`src/rtl/uart_sb_pkg.sv`:
```
// Shared types and helpers for the UART comparison scoreboard.
package uart_sb_pkg;

  typedef enum logic [1:0] {IDLE, RUN, DRAIN, DONE} sb_state_e;

  typedef enum logic [1:0] {
    ERR_MISMATCH,
    ERR_UNEXPECTED,
    ERR_OVERFLOW,
    ERR_TIMEOUT
  } sb_err_e;

  // Saturating increment; callers widen to 32 bits and truncate back.
  function automatic logic [31:0] sat_inc(input logic [31:0] val,
                                          input logic [31:0] max_val);
    return (val >= max_val) ? val : val + 32'd1;
  endfunction

endpackage

```
`src/rtl/uart_scoreboard_fifo.sv`:
```
// In-order expected-byte queue for one scoreboard channel.
module sb_fifo #(
  parameter int DATA_W = 8,
  parameter int DEPTH  = 16
) (
  input  logic                     clk,
  input  logic                     rst,
  input  logic                     push_i,
  input  logic [DATA_W-1:0]        data_i,
  input  logic                     pop_i,
  output logic                     full_o,
  output logic                     empty_o,
  output logic [DATA_W-1:0]        head_o,
  output logic [$clog2(DEPTH):0]   level_o
);

  localparam int AW = $clog2(DEPTH);
  localparam logic [AW:0] PTR_ONE = (AW+1)'(1);

  logic [AW:0]       wr_ptr_q, rd_ptr_q;
  logic [DATA_W-1:0] mem_q [DEPTH];
  logic              wr_en, rd_en;

  // Extra wrap bit distinguishes full from empty when the indices match.
  assign empty_o = (wr_ptr_q == rd_ptr_q);
  assign full_o  = (wr_ptr_q[AW] != rd_ptr_q[AW]) &&
                   (wr_ptr_q[AW-1:0] == rd_ptr_q[AW-1:0]);
  assign level_o = wr_ptr_q - rd_ptr_q;
  assign head_o  = mem_q[rd_ptr_q[AW-1:0]];

  // A pop frees the slot the push writes, so push-while-full is legal with a pop.
  assign rd_en = pop_i && !empty_o;
  assign wr_en = push_i && (!full_o || rd_en);

  // NOTE: sequential state uses non-blocking assignments so every register
  // samples pre-edge values regardless of statement order.
  always_ff @(posedge clk) begin
    if (rst) begin
      wr_ptr_q <= '0;
      rd_ptr_q <= '0;
    end else begin
      if (wr_en) wr_ptr_q <= wr_ptr_q + PTR_ONE;
      if (rd_en) rd_ptr_q <= rd_ptr_q + PTR_ONE;
    end
  end

  // NOTE: storage is deliberately not reset; the pointers alone define which
  // entries are valid, and leaving the array reset-free lets it map to RAM.
  always_ff @(posedge clk) begin
    if (wr_en) mem_q[wr_ptr_q[AW-1:0]] <= data_i;
  end

endmodule

```
`src/rtl/uart_scoreboard.sv`:
```
// Multi-channel in-order scoreboard: classifies compare errors, runs a stall
// watchdog and latches a pass/fail verdict once the drain completes.
module uart_scoreboard
  import uart_sb_pkg::*;
#(
  parameter int N_CH        = 2,
  parameter int DATA_W      = 8,
  parameter int DEPTH       = 16,
  parameter int TIMEOUT_CYC = 100000,
  parameter int CNT_W       = 16
) (
  input  logic                                   clk,
  input  logic                                   rst,
  input  logic                                   exp_valid,
  input  logic [$clog2(N_CH > 1 ? N_CH : 2)-1:0] exp_ch,
  input  logic [DATA_W-1:0]                      exp_data,
  output logic                                   exp_ready,
  input  logic                                   act_valid,
  input  logic [$clog2(N_CH > 1 ? N_CH : 2)-1:0] act_ch,
  input  logic [DATA_W-1:0]                      act_data,
  input  logic                                   end_of_test,
  output logic [CNT_W-1:0]                       match_count,
  output logic [CNT_W-1:0]                       mismatch_count,
  output logic [CNT_W-1:0]                       unexpected_count,
  output logic [CNT_W-1:0]                       overflow_count,
  output logic                                   timeout_err,
  output logic                                   done,
  output logic                                   pass
);

  localparam int LVL_W = $clog2(DEPTH) + 1;
  localparam int WD_W  = $clog2(TIMEOUT_CYC + 1);
  localparam logic [31:0]     CNT_MAX = 32'((64'd1 << CNT_W) - 64'd1);
  localparam logic [WD_W-1:0] WD_LAST = WD_W'(TIMEOUT_CYC - 1);

  sb_state_e         state_q, state_d;
  logic [CNT_W-1:0]  match_q, match_d;
  logic [CNT_W-1:0]  err_cnt_q [3];
  logic [CNT_W-1:0]  err_cnt_d [3];
  logic [WD_W-1:0]   wd_q, wd_d;
  logic              timeout_q, timeout_d;
  logic              done_q, done_d;
  logic              pass_q, pass_d;

  logic [N_CH-1:0]   full, empty, push, pop, empty_next;
  logic [DATA_W-1:0] head [N_CH];
  logic [LVL_W-1:0]  level [N_CH];
  logic [DATA_W-1:0] act_head;
  logic [3:0]        err_hit;
  logic              active, exp_in_range, act_in_range;
  logic              match_hit, stall, wd_fire;

  for (genvar c = 0; c < N_CH; c++) begin : g_ch
    sb_fifo #(.DATA_W(DATA_W), .DEPTH(DEPTH)) u_fifo (
      .clk     (clk),
      .rst     (rst),
      .push_i  (push[c]),
      .data_i  (exp_data),
      .pop_i   (pop[c]),
      .full_o  (full[c]),
      .empty_o (empty[c]),
      .head_o  (head[c]),
      .level_o (level[c])
    );
  end

  assign active       = (state_q != DONE);
  assign exp_in_range = (32'(exp_ch) < 32'(N_CH));
  assign act_in_range = (32'(act_ch) < 32'(N_CH));

  // NOTE: every signal written in an always_comb gets a default first, so no
  // path leaves it unassigned and no latch is inferred.
  always_comb begin
    push       = '0;
    pop        = '0;
    empty_next = '0;
    act_head   = '0;
    exp_ready  = 1'b0;
    for (int c = 0; c < N_CH; c++) begin
      pop[c]  = active && act_valid && act_in_range &&
                (32'(act_ch) == 32'(c)) && !empty[c];
      push[c] = active && exp_valid && exp_in_range &&
                (32'(exp_ch) == 32'(c)) && (!full[c] || pop[c]);
      empty_next[c] = !push[c] &&
                      (empty[c] || (pop[c] && level[c] == LVL_W'(1)));
      if (32'(act_ch) == 32'(c)) act_head  = head[c];
      if (32'(exp_ch) == 32'(c)) exp_ready = !full[c];
    end
  end

  // The watchdog saturates at its last count so a RUN-phase timeout still
  // forces DONE immediately once DRAIN is reached with the stall ongoing.
  assign stall   = ((state_q == RUN) || (state_q == DRAIN)) && !(&empty) && !act_valid;
  assign wd_fire = stall && (wd_q == WD_LAST);
  assign wd_d    = !stall ? '0 : (wd_fire ? wd_q : wd_q + WD_W'(1));

  assign match_hit                = (|pop) && (act_head == act_data);
  assign err_hit[ERR_MISMATCH]    = (|pop) && (act_head != act_data);
  assign err_hit[ERR_UNEXPECTED]  = active && act_valid && !(|pop);
  assign err_hit[ERR_OVERFLOW]    = active && exp_valid && !(|push);
  assign err_hit[ERR_TIMEOUT]     = wd_fire;

  always_comb begin
    match_d   = match_hit ? CNT_W'(sat_inc(32'(match_q), CNT_MAX)) : match_q;
    for (int i = 0; i < 3; i++) begin
      err_cnt_d[i] = err_hit[i] ? CNT_W'(sat_inc(32'(err_cnt_q[i]), CNT_MAX))
                                : err_cnt_q[i];
    end
    timeout_d = timeout_q | err_hit[ERR_TIMEOUT];
  end

  always_comb begin
    state_d = state_q;
    done_d  = done_q;
    pass_d  = pass_q;
    case (state_q)
      IDLE: begin
        if (end_of_test)                 state_d = DRAIN;
        else if (exp_valid || act_valid) state_d = RUN;
      end
      RUN:   if (end_of_test) state_d = DRAIN;
      DRAIN: if ((&empty_next) || wd_fire) state_d = DONE;
      DONE:  state_d = DONE;
      default: state_d = IDLE;
    endcase
    // Verdict uses next-cycle counters and occupancy so it lands with DONE.
    if (state_q != DONE && state_d == DONE) begin
      done_d = 1'b1;
      pass_d = (err_cnt_d[ERR_MISMATCH]   == '0) &&
               (err_cnt_d[ERR_UNEXPECTED] == '0) &&
               (err_cnt_d[ERR_OVERFLOW]   == '0) &&
               !timeout_d && (&empty_next);
    end
  end

  always_ff @(posedge clk) begin
    if (rst) begin
      state_q   <= IDLE;
      match_q   <= '0;
      err_cnt_q <= '{default: '0};
      wd_q      <= '0;
      timeout_q <= 1'b0;
      done_q    <= 1'b0;
      pass_q    <= 1'b0;
    end else begin
      state_q   <= state_d;
      match_q   <= match_d;
      err_cnt_q <= err_cnt_d;
      wd_q      <= wd_d;
      timeout_q <= timeout_d;
      done_q    <= done_d;
      pass_q    <= pass_d;
    end
  end

  assign match_count      = match_q;
  assign mismatch_count   = err_cnt_q[ERR_MISMATCH];
  assign unexpected_count = err_cnt_q[ERR_UNEXPECTED];
  assign overflow_count   = err_cnt_q[ERR_OVERFLOW];
  assign timeout_err      = timeout_q;
  assign done             = done_q;
  assign pass             = pass_q;

endmodule
```
`config.mk`:
```
export PLATFORM = sky130hd
export DESIGN_NAME = uart_scoreboard
export DESIGN_NICKNAME = d
export VERILOG_FILES = /design/src/rtl/uart_sb_pkg.sv /design/src/rtl/uart_scoreboard_fifo.sv /design/src/rtl/uart_scoreboard.sv
export SDC_FILE = /design/constraint.sdc
export NUM_CORES = 1
export LEC_CHECK = 0
export BUFFER_PORTS_ARGS = -buffer_cell sky130_fd_sc_hd__buf_2
export CAP_MARGIN = 10
export CORE_ASPECT_RATIO = 1.4
export CORE_MARGIN = 2
export CORE_UTILIZATION = 40
export DETAILED_ROUTE_END_ITERATION = 12
export PLACE_DENSITY = 0.58
export SYNTH_ARGS = -nofsm -noshare
export SYNTH_HDL_FRONTEND = slang
export SYNTH_SLANG_ARGS = --single-unit
```
`constraint.sdc`:
```
create_clock -name clk -period 3.7 [get_ports clk]
set_input_delay 0.555 -clock clk [delete_from_list [all_inputs] [get_ports clk]]
set_output_delay 0.555 -clock clk [all_outputs]
set_load 0.02 [all_outputs]
```
* Yosys cells after proc, flatten, opt, wreduce, memory -nomap -nowiden
Memories as Yosys holds them, arrays and structs flattened. A register that Yosys moved wholly into a read port is not among the register bits.
Index checks and enable logic that the tools add are counted.
** Word-level totals
- Input bits :: 23
- Output and inout port bits :: 68
- Flip-flop bits (word level) :: 106
- Memories :: 2
- RAM bits :: 256
** Cells by class
- Reductions and logical operators :: 62
- $add $sub $neg :: 11
- Magnitude comparators :: 4
- Equality and inequality tests :: 16
- Multiplexer cells :: 21
- Bitwise gates (word level) :: 5
** Memory list
- g_ch[0].u_fifo.mem_q :: depth 16, bits a word 8, rd ports 1, clocked after memory_dff 1, write ports 1, line uart_scoreboard_fifo.sv:21 : logic [DATA_W-1:0] mem_q [DEPTH];
- g_ch[1].u_fifo.mem_q :: depth 16, bits a word 8, rd ports 1, clocked after memory_dff 1, write ports 1, line uart_scoreboard_fifo.sv:21
** Operators with widths (number)
- $mux 16 :: 6
- $add 16x1->16 const B :: 4
- $ge 16x16->1 const B :: 4
- $logic_not 16->1 :: 3
- $logic_and 1x1->1 :: 32
- $add 5x1->5 const B :: 4
- $add 17x1->17 const B :: 1
- $eq 17x17->1 const B :: 1
- $mux 4 :: 4
- $logic_not 1->1 :: 11
- $eq 5x1->1 const B :: 2
- $eq 5x5->1 :: 2
- $sub 5x5->5 :: 2
- $logic_or 1x1->1 :: 9
- $eq 4x4->1 :: 2
- $eq 8x8->1 :: 1
- $mux 2 :: 4
- $mux 8 :: 1
- $ne 8x8->1 :: 1
- $pmux 2 s4 :: 1
- $eq 2x2->1 const B :: 3
- $reduce_and 2->1 :: 3
- $reduce_or 2->1 :: 3
- $mux 1 :: 5
- other kinds (6) :: 10

* Longest topological paths before layout
- Depth after elaboration :: 14
- Depth in mapped cells :: 15
- Gate-level depth less buffers :: 14

* Modules after synthesis
From an unflattened synthesis, not the netlist that was laid out.
** Second synthesis, totals
- Cells, all modules :: 1221
- Area, all modules :: 16383.2 um2
** By module, submodules not included
- sb_fifo :: cells an instance 298, area each 5645.4 um2, instances 2
- uart_scoreboard :: cells an instance 625, area each 5092.4 um2, instances 1

* Least setup slack after synthesis
Ideal clock, no wire load.
- Path type :: register to register
- Start :: register (tool-made name)
- End :: register match_q[11], in the netlist match_count[11]
- Buffers on the path :: 4
- Stages on the path, launching flop included :: 14
- Data arrival time :: 3.274 ns
- Slack :: 0.305 ns
- Setup time :: 0.121 ns
- Cells stage by stage :: dfxtp_1 -> buf_6 -> buf_6 -> buf_2 -> mux4_2 -> o211ai_1 -> nand4_1 -> xor2_1 -> nor4_4 -> nand3_4 -> or2_1 -> buf_6 -> nor4_1 -> mux2_2
** RTL lines
- end signal: assignment :: line uart_scoreboard.sv:147 : match_q <= match_d;
- end: declaration :: line uart_scoreboard.sv:37 : logic [CNT_W-1:0] match_q, match_d;

* Worst setup path in the final report
- Start :: register g_ch[0].u_fifo.rd_ptr_q[2]
- End :: register pass_q, in the netlist pass
** On the way
- Longest elaborated chain between the ends :: 13
- Elaborated cells on any way between the ends :: 44
- Classes of those cells :: 1 x add/sub; 4 x eq/ne; 5 x mux; 1 x bitwise; 33 x reduce/logical
** Ends and longest elaborated chain
- start: declaration :: line uart_scoreboard_fifo.sv:20 : logic [AW:0] wr_ptr_q, rd_ptr_q;
- start signal: assignment :: line uart_scoreboard_fifo.sv:43 : if (rd_en) rd_ptr_q <= rd_ptr_q + PTR_ONE;
- branches (longest 13 deep; another with $sub 5x5->5)
- end signal: assignment :: line uart_scoreboard.sv:152 : pass_q <= pass_d;
- end: declaration :: line uart_scoreboard.sv:43 : logic pass_q, pass_d;
Parallel ways; which one is timed is not known.
A chain may end at the register's enable or synchronous reset.

==> results.py <==
metrics = {
    "floorplan": {
        "die_h_um": 245,
        "ioPinCount": 91,
        "rows": 88,
        "start_util": 0.403,
        "core_area_um2": 41100,
        "die_area_um2": 43000,
        "die_w_um": 176,
    },
    "cells_and_area": {
        "syn2layout_area_growth_pct": 19.7,
        "layout.nets": 1523,
        "multi_input_area_um2": 6280,
        "final_core_util": 0.482,
        "diodes": 0,
        "seq_area_um2": 9980,
        "final_cell_area_um2": 19800,
        "n_fill_cell": 3642,
        "drive_above_1_share": 0.235,
    },
    "yosys": {
        "synth.most_common_cell": "edfxtp_1",
        "synth_cells": 1268,
        "synth_area_per_cell_um2": 13.0,
        "synthArstFlopShare": 0,
        "syn-num-nets": 1320,
        "synth-edff-count": 256,
        "synthTopCellsByArea": "edfxtp_1 46%, dfxtp_1 14%, mux4_2 5.9%, mux2i_1 4.7%, nor2_1 3.5%",
        "synth_common_cells": "256 x edfxtp_1, 155 x nor2_1, 114 x dfxtp_1",
        "synth_flop_cell": "edfxtp_1",
        "synth_area_um2": 16500,
        "synth-seq-cells": 370,
        "yosys_warnings": 0,
        "yosys.area.top_type": "edfxtp_1",
        "yosysUniqueCellTypes": 75,
        "post-synth-top-area-fraction": 0.465,
        "ys_seq_area_frac": 0.603,
    },
    "global_routing": {
        "gr-total-overflow": 0,
        "antenna_found_initial": 1,
        "grt_pass1_wl_um": 62900,
        "grt_max_degree": 52,
        "grt_pass1_vias": 11157,
        "grt.total_usage": 0.189,
    },
    "detailed_routing": {
        "ant_nets": 0,
        "drt-initial-drc-count": 681,
        "wirelength_um": 40300,
        "via_per_inst": 5.35,
        "wl_per_cell_um": 19.8,
        "drc": 0,
        "drtPass1Iterations": 6,
        "vias": 10916,
    },
    "place": {
        "dp_hpwl_um": 27800,
        "place.gp.congestion": 0.813,
        "pre_cts_slack_ns": -0.0805,
        "port_buffers": 90,
        "place_area_um2": 18400,
    },
    "run_status": {
        "outcome": "finished clean",
    },
    "critical_path": {
        "reg2reg_to": "pass",
        "endpoint_kind": "flip-flop",
        "r2r_slack_ns": 0.10,
        "crit_type": "flip-flop to flip-flop",
        "worstReg2RegStart": "g_ch[0].u_fifo.rd_ptr_q[2]",
        "arrival_ns": 4.08,
        "cp_max_fo": 3,
        "start_kind": "flip-flop",
        "critPathRequiredTime_ns": 4.18,
        "worst-r2r-cell-count": 12,
    },
    "pwr": {
        "vdd_drop_max_mv": 0.341,
        "fin_total_pwr_uw": 9110,
        "powerDensity_nw_per_um2": 460,
        "p_leak_uw": 0.00687,
    },
    "hold_path": {
        "min_to": "state_q[1]",
        "hp-start": "exp_valid",
        "min_path_cells": 3,
        "hold_class": "input port to flip-flop",
    },
    "clocking": {
        "path_clk_slew_ns": 0.06,
        "htree_levels": 2,
        "cts_root_buffer": "clkbuf_16",
        "cts_hold_buf": 0,
        "cts_tree": "built",
        "cts_made_buffers": 38,
        "clk_path_buf_depth": 3,
        "clock_sink_count": 370,
        "clkLatencyLatePin_ns": 0.54,
    },
    "timing": {
        "slew_violations": 0,
        "skew_ns": 0.0246,
        "max_slew_margin": 0.394,
        "hold_slack_ns": 0.419,
        "worst_slew_pin_slew_ns": 0.906,
        "fin_ws_ns": 0.101,
        "setup_viol": 0,
        "rsz0062_at_grt": "true",
        "period_share": 0.973,
        "max_freq_mhz": 278,
        "fin_crit_ns": 3.60,
        "finalHoldViolations": 0,
    },
    "run": {
        "drv_cap": 0,
    },
}
==> routing by layer <==
layer | GRT usage | up-vias | part of all wire
li1 | - | 5189 | -
met2 | 0.340 | 234 | 0.52
met1 | 0.230 | 5431 | 0.41
met3 | 0.0362 | 60 | 0.050
met4 | 0.0520 | 2 | 0.022
met5 | 0 | - | 0.00027
==> cell families after synthesis <==
| family | count (synthesis) | share of synthesized area |
|---|---|---|
| and+or+nand+nor | 440 | 0.134 |
| DFF | 370 | 0.603 |
| muxes | 130 | 0.114 |
| xor gates and xnor gates | 91 | 0.0482 |
| AOI/OAI and AO/OA | 127 | 0.0553 |
| adders and majority gates | 29 | 0.0228 |
| buffers and inverters | 81 | 0.0236 |
==> layout make-up <==
| class | count | area share |
|---|---|---|
| sequential | 370 | 0.504 |
| multi-input combinational | 817 | 0.317 |
| clock inverter | 18 | 0.0123 |
| tap | 540 | 0.0341 |
| inverter | 29 | 0.00562 |
| timing repair buffer | 215 | 0.0759 |
| clock buffer | 50 | 0.0514 |
==> power breakdown <==
| part | leakage (uW) | switching [uW] | internal (uW) |
|---|---|---|---|
| Combinational | 0.00303 | 400 | 297 |
| Clock | 0.000609 | 1610 | 2300 |
| Sequential | 0.00323 | 37.7 | 4470 |
==> flip-flops by register name (all words and copies together) (netlist names), named ones only <==
name	count
pass	1
unexpected_count	16
g_ch.u_fifo.wr_ptr_q	10
g_ch.u_fifo.rd_ptr_q	10
g_ch.u_fifo.mem_q	256
mismatch_count	16
timeout_err	1
match_count	16
wd_q	17
overflow_count	16
state_q	2
done	1
==> critical path, cell delays in order, from the launching register on <==
cell and delay [ns]:
dfxtp_2 0.34, inv_2 0.06, ha_4 0.26, nand4_1 0.12, or4_4 0.60, a2111oi_4 0.33
or4b_4 0.51, mux2i_2 0.21, nand4_1 0.10, nor4_1 0.28, nand4_1 0.22, a2111oi_2 0.33
a31o_2 0.19
==> per-stage QoR <==
stage	setup TNS [ns]	std cells
2_1_floorplan	0	1268
6_report	0	2039
3_3_place_gp	-0.0176	1965
4_1_cts	-0.0117	2034
5_1_grt	-0.0350	2039
3_5_place_dp	-0.141	1965
==> worst max path at each step <==
stage	startpoint	endpoint	slack, ns
finish	g_ch[0].u_fifo.rd_ptr_q[2]	pass	0.10
global route	g_ch[0].u_fifo.rd_ptr_q[2]	pass	-0.04
CTS	flip-flop	pass	-0.01
detailed placement	flip-flop	match_count[7]	-0.08
global placement	flip-flop	match_count[7]	-0.02
floorplan	flip-flop	match_count[11]	0.31
==> cell usage in the layout (no fill, tap or decap), types with 12 or more instances in the layout <==
cell | Yosys | layout
a21oi_1 | 27 | 26
a22oi_1 | 12 | 12
and3_1 | 25 | 25
buf_2 | 12 | 89
buf_4 | 5 | 117
clkbuf_16 | 0 | 39
dfxtp_1 | 114 | 108
edfxtp_1 | 256 | 256
ha_1 | 27 | 23
inv_1 | 28 | 24
mux2i_1 | 78 | 76
mux4_2 | 43 | 43
nand2_1 | 73 | 73
nand3_1 | 41 | 41
nand4_1 | 33 | 33
nor2_1 | 155 | 155
nor3_1 | 25 | 25
o21ai_0 | 14 | 14
xnor2_1 | 41 | 41
xor2_1 | 50 | 50
==> repair_timing <==
action,CTS,global route
gates resized for setup,1,25
buffers inserted,1,5
setup endpoints to repair,6,6
pin swaps,2,13
Note: power is estimated with default switching activity, not from simulation.
